===== src/rtl/cla_gp_stage.sv =====
// Registered generate/propagate front end of the carry-lookahead adder.
// Computes bit and 4-bit group g/p on the input side and buffers results in a 2-entry queue.
module cla_gp_stage #(
    parameter int unsigned N = 16
) (
    input  logic             clk,
    input  logic             rst,
    input  logic             in_valid,
    output logic             in_ready,
    input  logic [N-1:0]     a,
    input  logic [N-1:0]     b,
    input  logic             cin,
    output logic             out_valid,
    input  logic             out_ready,
    output logic [N-1:0]     g,
    output logic [N-1:0]     p,
    output logic             c0,
    output logic [N/4-1:0]   gg,
    output logic [N/4-1:0]   pg
);

    localparam int unsigned G = N / 4;
    localparam int unsigned W = 2 * N + 2 * G + 1;

    logic [N-1:0] g_in;
    logic [N-1:0] p_in;
    logic [G-1:0] gg_in;
    logic [G-1:0] pg_in;
    logic [W-1:0] entry_in;

    logic [W-1:0] mem_q [2];
    logic [W-1:0] mem_d [2];
    logic [1:0]   count_q, count_d;
    logic         wr_ptr_q, wr_ptr_d;
    logic         rd_ptr_q, rd_ptr_d;
    logic         push;
    logic         pop;
    logic [W-1:0] head;

    always_comb begin
        g_in = a & b;
        p_in = a ^ b;
        gg_in = '0;
        pg_in = '0;
        for (int unsigned k = 0; k < G; k++) begin
            gg_in[k] = g_in[4*k+3]
                     | (p_in[4*k+3] & g_in[4*k+2])
                     | (p_in[4*k+3] & p_in[4*k+2] & g_in[4*k+1])
                     | (p_in[4*k+3] & p_in[4*k+2] & p_in[4*k+1] & g_in[4*k]);
            pg_in[k] = &p_in[4*k +: 4];
        end
        entry_in = {g_in, p_in, cin, gg_in, pg_in};
    end

    // Handshake; rst forces in_ready low so nothing is pushed during the reset cycle.
    always_comb begin
        in_ready  = (count_q != 2'd2) & ~rst;
        out_valid = (count_q != 2'd0);
        push      = in_valid & in_ready;
        pop       = out_valid & out_ready;
    end

    always_comb begin
        mem_d    = mem_q;
        count_d  = count_q;
        wr_ptr_d = wr_ptr_q;
        rd_ptr_d = rd_ptr_q;
        if (push) begin
            mem_d[wr_ptr_q] = entry_in;
            wr_ptr_d        = ~wr_ptr_q;
        end
        if (pop) begin
            rd_ptr_d = ~rd_ptr_q;
        end
        unique case ({push, pop})
            2'b10:   count_d = count_q + 2'd1;
            2'b01:   count_d = count_q - 2'd1;
            default: count_d = count_q;
        endcase
    end

    always_ff @(posedge clk) begin
        if (rst) begin
            mem_q[0] <= '0;
            mem_q[1] <= '0;
            count_q  <= 2'd0;
            wr_ptr_q <= 1'b0;
            rd_ptr_q <= 1'b0;
        end else begin
            mem_q    <= mem_d;
            count_q  <= count_d;
            wr_ptr_q <= wr_ptr_d;
            rd_ptr_q <= rd_ptr_d;
        end
    end

    // Outputs come straight from queue storage; no path from a/b/cin.
    always_comb begin
        head = mem_q[rd_ptr_q];
        {g, p, c0, gg, pg} = head;
    end

endmodule


===== config.mk =====
export PLATFORM = sky130hd
export DESIGN_NAME = cla_gp_stage
export DESIGN_NICKNAME = d
export VERILOG_FILES = /design/src/rtl/cla_gp_stage.sv
export SDC_FILE = /design/constraint.sdc
export NUM_CORES = 1
export LEC_CHECK = 0
export CORE_MARGIN = 1.5
export CORE_UTILIZATION = 50
export CTS_BUF_LIST = sky130_fd_sc_hd__clkbuf_16
export CTS_CLUSTER_DIAMETER = 100
export DETAILED_ROUTE_END_ITERATION = 10
export PLACE_DENSITY = 0.85
export REMOVE_ABC_BUFFERS = 1
export SYNTH_ARGS = -nofsm -noshare
export SYNTH_HDL_FRONTEND = slang
export SYNTH_SLANG_ARGS = --single-unit

===== constraint.sdc =====
create_clock -name clk -period 2.2 [get_ports clk]
set_clock_uncertainty 0.2 [all_clocks]
set_input_delay 0.33 -clock clk [delete_from_list [all_inputs] [get_ports clk]]
set_output_delay 0.33 -clock clk [all_outputs]
set_load 0.01 [all_outputs]

==> results of run 1 <==
==> layer usage <==
metal,vias to the layer above,track usage,share of wire
li1,2019,-,-
met1,2108,0.339,0.44
met2,182,0.388,0.47
met3,30,0.0344,0.061
met4,0,0.112,0.027
met5,-,0,0
==> state kept, by name, indices dropped and copies added (netlist names) <==
| signal | cells |
|---|---|
| mem_q | 82 |
| count_q | 2 |
| rd_ptr_q | 1 |
| wr_ptr_q | 1 |
==> layout make-up <==
class	count	area, µm²
Inverter	1	3.75
Clock inverter	6	55.1
Tap cell	111	139
Sequential cell	86	1730
Clock buffer	9	225
Multi-Input combinational cell	333	2600
Fill cell	716	3340
Timing Repair Buffer	106	1060
==> per-stage QoR <==
step	setup slack [ns]	cell area (µm²)	TNS, ns	utilization	hold slack [ns]
floorplan	-2.61	4310	-198.75	-	0.199
global placement	0.0976	5500	0	0.600	0.251
global route	0.0238	5810	0	0.635	0.278
detailed placement	0.0356	5500	0	0.600	0.257
CTS	0.0128	5760	0	0.629	0.267
finish	0.0431	5810	0	0.635	0.266
==> cell usage after synthesis <==
cell type / number / share of area
nor3_2: 2 / 0.0043
a41o_1: 4 / 0.0086
nor2b_2: 1 / 0.0019
or3_1: 1 / 0.0013
o31ai_2: 29 / 0.078
clkbuf_1: 19 / 0.015
and4_1: 4 / 0.0075
dfxtp_1: 86 / 0.37
mux2_2: 41 / 0.099
a21o_1: 4 / 0.0064
buf_2: 38 / 0.041
buf_1: 1 / 0.00080
ha_1: 17 / 0.045
inv_2: 1 / 0.00080
xnor2_1: 2 / 0.0037
nand2b_4: 1 / 0.0029
or2_2: 1 / 0.0013
nand4_1: 74 / 0.099
o21ai_0: 2 / 0.0021
nor2_1: 3 / 0.0024
buf_6: 8 / 0.019
a21oi_1: 80 / 0.086
a211oi_1: 8 / 0.013
nand2_1: 1 / 0.00080
o31ai_1: 45 / 0.072
a31oi_1: 8 / 0.011
nor2b_1: 1 / 0.0013
xor2_1: 1 / 0.0019
buf_4: 2 / 0.0032
nand2b_1: 1 / 0.0013
o21a_1: 1 / 0.0016
nand3_1: 1 / 0.0011
==> power groups by stage <==
| stage | registers, mW | logic (mW) | clock network (mW) |
|---|---|---|---|
| global placement | 1.77 | 1.43 | 0 |
| floorplan | 1.84 | 0.735 | 0 |
| global route | 1.75 | 1.68 | 1.55 |
| finish | 1.74 | 1.58 | 1.47 |
| CTS | 1.74 | 1.48 | 1.48 |
| detailed placement | 1.78 | 1.46 | 0 |
==> worst max-delay path by stage <==
stage	from	to
after global placement	in_valid	count_q[1]$_SDFFE_PP0P_
after CTS	rd_ptr_q$_SDFFE_PP0P_	gg[1]
after global routing	rd_ptr_q$_SDFFE_PP0P_	gg[1]
after floorplan	count_q[1]$_SDFFE_PP0P_	wr_ptr_q$_SDFFE_PP0N_
final	rd_ptr_q$_SDFFE_PP0P_	gg[1]
after detailed placement	in_valid	mem_q[5]$_SDFFE_PP0P_
==> worst max-delay path: stages (launching register included) <==
cell           delay, ns
dfxtp_4             0.39
buf_12              0.14
buf_4               0.13
mux2_2              0.35
dlygate4sd2_1       0.28
==> logic make-up (layout without fill, tap and decap cells) <==
group | count (synthesis) | after routing | synth area share
simple gates | 91 | 91 | 0.125
xor+xnor | 3 | 3 | 0.00561
compound gates | 181 | 181 | 0.277
mux | 41 | 41 | 0.0986
buf+inv | 69 | 122 | 0.0799
flops | 86 | 86 | 0.368
fa+ha+maj | 17 | 17 | 0.0454
==> what timing repair did <==
| item | CTS | global route |
|---|---|---|
| endpoints found under the setup margin | 38 | 3 |
| setup buffers | 4 | 4 |
| resized for setup | 42 | 0 |
==> flow_summary.toml, run 1 <==
[pwr]
switching_share = 0.332
power_frac_comb = 0.330
pwr-share-clk = 0.307
leakage_nw = 2.20
p_sw_mw = 1.59
p_int_mw = 3.20
p_seq_frac = 0.363
power.density_nw_per_um2 = 824
p_total_mw = 4.79
ir_drop_mv = 0.462

[setup_path]
rr_worst_depth = 5
cp_data_required_time_ns = 1.67
cp-end-kind = "output port"
r2r_end = "count_q[1]$_SDFFE_PP0P_"
path_class = "flip-flop to output port"
cp.arrival_ns = 1.63
cp-start-kind = "flip-flop"
r2r-start = "count_q[0]$_SDFFE_PP0P_"
reg2reg_slack_ns = 0.33
crit_fanout = 9

[cells_and_area]
nets = 591
syn_to_final_growth_pct = 24.2
layout_commonest_cell = "dfxtp_1"
layout_common_cells = "dfxtp_1 (84), a21oi_1 (80), nand4_1 (74)"
stdcell_count = 652
drive_gt1_frac = 0.224
antennaDiodeCount = 0

[clocking]
htreeDepth = 3
numCtsBuffers = 9
clk_pin_slew_ns = 0.06
cts.sinks = 86
cts_hold_buf = 0
cts_buffer_depth = 2
clkLatencyLatePin_ns = 0.34
root_buffer = "clkbuf_16"
cts_tree = "yes"

[place]
gp_congestion = 0.789
dpl.cell_count = 629
dp_hpwl_um = 7300
io_buffers = 79

[worst_hold_path]
whs_path_depth = 2
hold_class = "flip-flop to flip-flop"
worstHoldStart = "mem_q[35]$_SDFFE_PP0P_"
hold_end = "mem_q[35]$_SDFFE_PP0P_"

[floorplanning]
start_util = 0.511
rows = 35
fp.dieH_um = 99.8
ios = 80
dieArea_um2 = 9950
die_w_um = 99.8
core_um2 = 9150

[global_route]
track_usage = 0.248
grt_max_degree = 84
overflow = 0
antenna_found_initial = 0
grt_pass1_wl_um = 20200
grt_pass1_vias = 4123

[sta]
slew_headroom = 0.682
min_period_ns = 2.16
setup_viol = 0
drv_slew = 0
finalCritPeriodShare = 0.980
rsz0062_at_grt = "false"
max_freq_mhz = 464
hold_violations = 0
tightest_slew_ns = 0.476

[logic_synthesis]
syn-cell-area_um2 = 4680
ys_seq_area_frac = 0.368
synthCells = 488
synth-seq-cells = 86
synth_cell_types = 32
avgSynthCellArea_um2 = 9.59
yosys_warnings = 0

[status]
status = "finished, final reports clean"

[routing]
ant_nets = 0
routed_via_density = 6.65
num_vias = 4339
wire_per_inst_um = 18.7
wirelength_um = 12200
drt_iter0_drc = 348
drc = 0
dr.pass1.iters = 5

[run]
maxCapViolations = 0
No activity file was read; power rests on OpenSTA's default activity.
==> run 2, diff against run 1 <==
Settings changed: CORE_UTILIZATION 50 to 53, CTS_CLUSTER_SIZE set to 28, PLACE_DENSITY 0.85 to 0.89.
==> run 2 against run 1 <==
  * Worst hold slack better by 0.0026 ns
  * Combinational power down 9%
  * Critical endpoint is now g[0]
  * Highest routed layer unchanged
  * Critical path depth down 1
  * Largest power group unchanged
==> flow_summary.toml, run 2 (synthesis results as in run 1) <==
[setup_path]
reg2reg_slack_ns = 0.30
path_class = "flip-flop to output port"
cp.arrival_ns = 1.57
crit_path_top_delay_cell = "dfxtp_2"
cp-end-kind = "output port"
path_cells = "buf_12 -> mux2_2 -> dlygate4sd2_1"
rr_worst_depth = 4
r2r_end = "mem_q[23]$_SDFFE_PP0P_"
cp_data_required_time_ns = 1.67
crit_fanout = 24
slowest_delay_ns = 0.37
cp-start-kind = "flip-flop"
r2r-start = "wr_ptr_q$_SDFFE_PP0N_"

[routing]
wire_per_inst_um = 18.8
drc = 0
wirelength_um = 12000
routed_via_density = 6.69
drt_iter0_drc = 294
num_vias = 4273
dr.pass1.iters = 4
ant_nets = 0

[place]
placed_cell_area_um2 = 5460
io_buffers = 79
gp_congestion = 0.742
pre_cts_ws_ns = 0.0623
dp_hpwl_um = 7170

[pwr]
switching_share = 0.343
power.density_nw_per_um2 = 797
p_sw_mw = 1.55
pwr-share-clk = 0.298
ir_drop_mv = 0.865
p_seq_frac = 0.385
p_int_mw = 2.96
p_total_mw = 4.51
leakage_nw = 2.13
power_frac_comb = 0.317

[status]
status = "finished, final reports clean"

[clocking]
cts_buffer_depth = 2
cts_setup_buffers = 0
clk_pin_slew_ns = 0.06
root_buffer = "clkbuf_16"
numCtsBuffers = 9
clkLatencyLatePin_ns = 0.33
cts.sinks = 86
htreeDepth = 3
cts_resized = 41
cts_hold_buf = 0
cts_tree = "yes"

[sta]
finalCritPeriodShare = 0.954
finalSetupTns_ns = 0
tightest_slew_ns = 0.595
setup_viol = 0
rsz0062_at_grt = "false"
hold_violations = 0
drv_slew = 0
max_freq_mhz = 476
finalWorstSetupSlack_ns = 0.100
slew_headroom = 0.603
min_period_ns = 2.10

[cells_and_area]
layout_common_cells = "dfxtp_1 (84), a21oi_1 (80), nand4_1 (74)"
largest_register = "mem_q"
antennaDiodeCount = 0
largest_register_ff_count = 82
final_core_util = 0.656
syn_to_final_growth_pct = 21.0
layout_commonest_cell = "dfxtp_1"
postLayoutCellArea_um2 = 5660
drive_gt1_frac = 0.207
top_regs = "mem_q (82), count_q (2)"
nets = 580

[floorplanning]
core_um2 = 8640
start_util = 0.542
die_w_um = 97.0
dieArea_um2 = 9400
ios = 80
rows = 34
fp.dieH_um = 97.0

[global_route]
antenna_found_initial = 0
grt_pass1_wl_um = 19800
track_usage = 0.250
grt_pass1_vias = 4094
overflow = 0
grt_max_degree = 84

[worst_hold_path]
hold_class = "flip-flop to flip-flop"
worstHoldStart = "mem_q[38]$_SDFFE_PP0P_"
hold_end = "mem_q[38]$_SDFFE_PP0P_"
whs_path_depth = 2

[run]
maxCapViolations = 0
[run 2: routing by layer]
metal	track usage	share of wire	up-vias
li1	-	-	2002
met1	0.323	0.42	2076
met2	0.421	0.51	181
met3	0.0419	0.062	14
met4	0.0858	0.0088	0
met5	0	0	-
[run 2: worst max-delay path, delay by kind of cell (launching register included)]
family / cells / cell delay [ns]
buffers and inverters: 2 / 0.50
DFF: 1 / 0.37
muxes: 1 / 0.37
[run 2: stage by stage]
step,hold slack (ns),cells
after floorplan,0.199,420
after global placement,0.251,623
after detailed placement,0.256,623
after CTS,0.265,639
after global routing,0.282,639
final,0.268,639
[run 2: cell type report]
cell class                      count  area, µm²
Fill cell                         689       2970
Clock buffer                        9        225
Sequential cell                    86       1720
Timing Repair Buffer               95        942
Inverter                            1       3.75
Multi-Input combinational cell    333       2600
Tap cell                          108        135
Clock inverter                      7       33.8
[run 2: worst max path at each step]
stage	start	endpoint	slack, ns
after detailed placement	in_valid	count_q[1]$_SDFFE_PP0P_	0.06
after floorplan	count_q[1]$_SDFFE_PP0P_	wr_ptr_q$_SDFFE_PP0N_	-2.61
after global placement	in_valid	count_q[1]$_SDFFE_PP0P_	0.11
final	rd_ptr_q$_SDFFE_PP0P_	g[0]	0.10
after global routing	rd_ptr_q$_SDFFE_PP0P_	gg[2]	0.07
after CTS	rd_ptr_q$_SDFFE_PP0P_	g[0]	0.10
[run 2: power groups by stage]
stage / registers (mW) / logic (mW) / clock network [mW]
floorplan: 1.84 / 0.735 / 0
global placement: 1.76 / 1.41 / 0
detailed placement: 1.77 / 1.45 / 0
CTS: 1.74 / 1.42 / 1.34
global route: 1.75 / 1.52 / 1.41
finish: 1.74 / 1.43 / 1.34
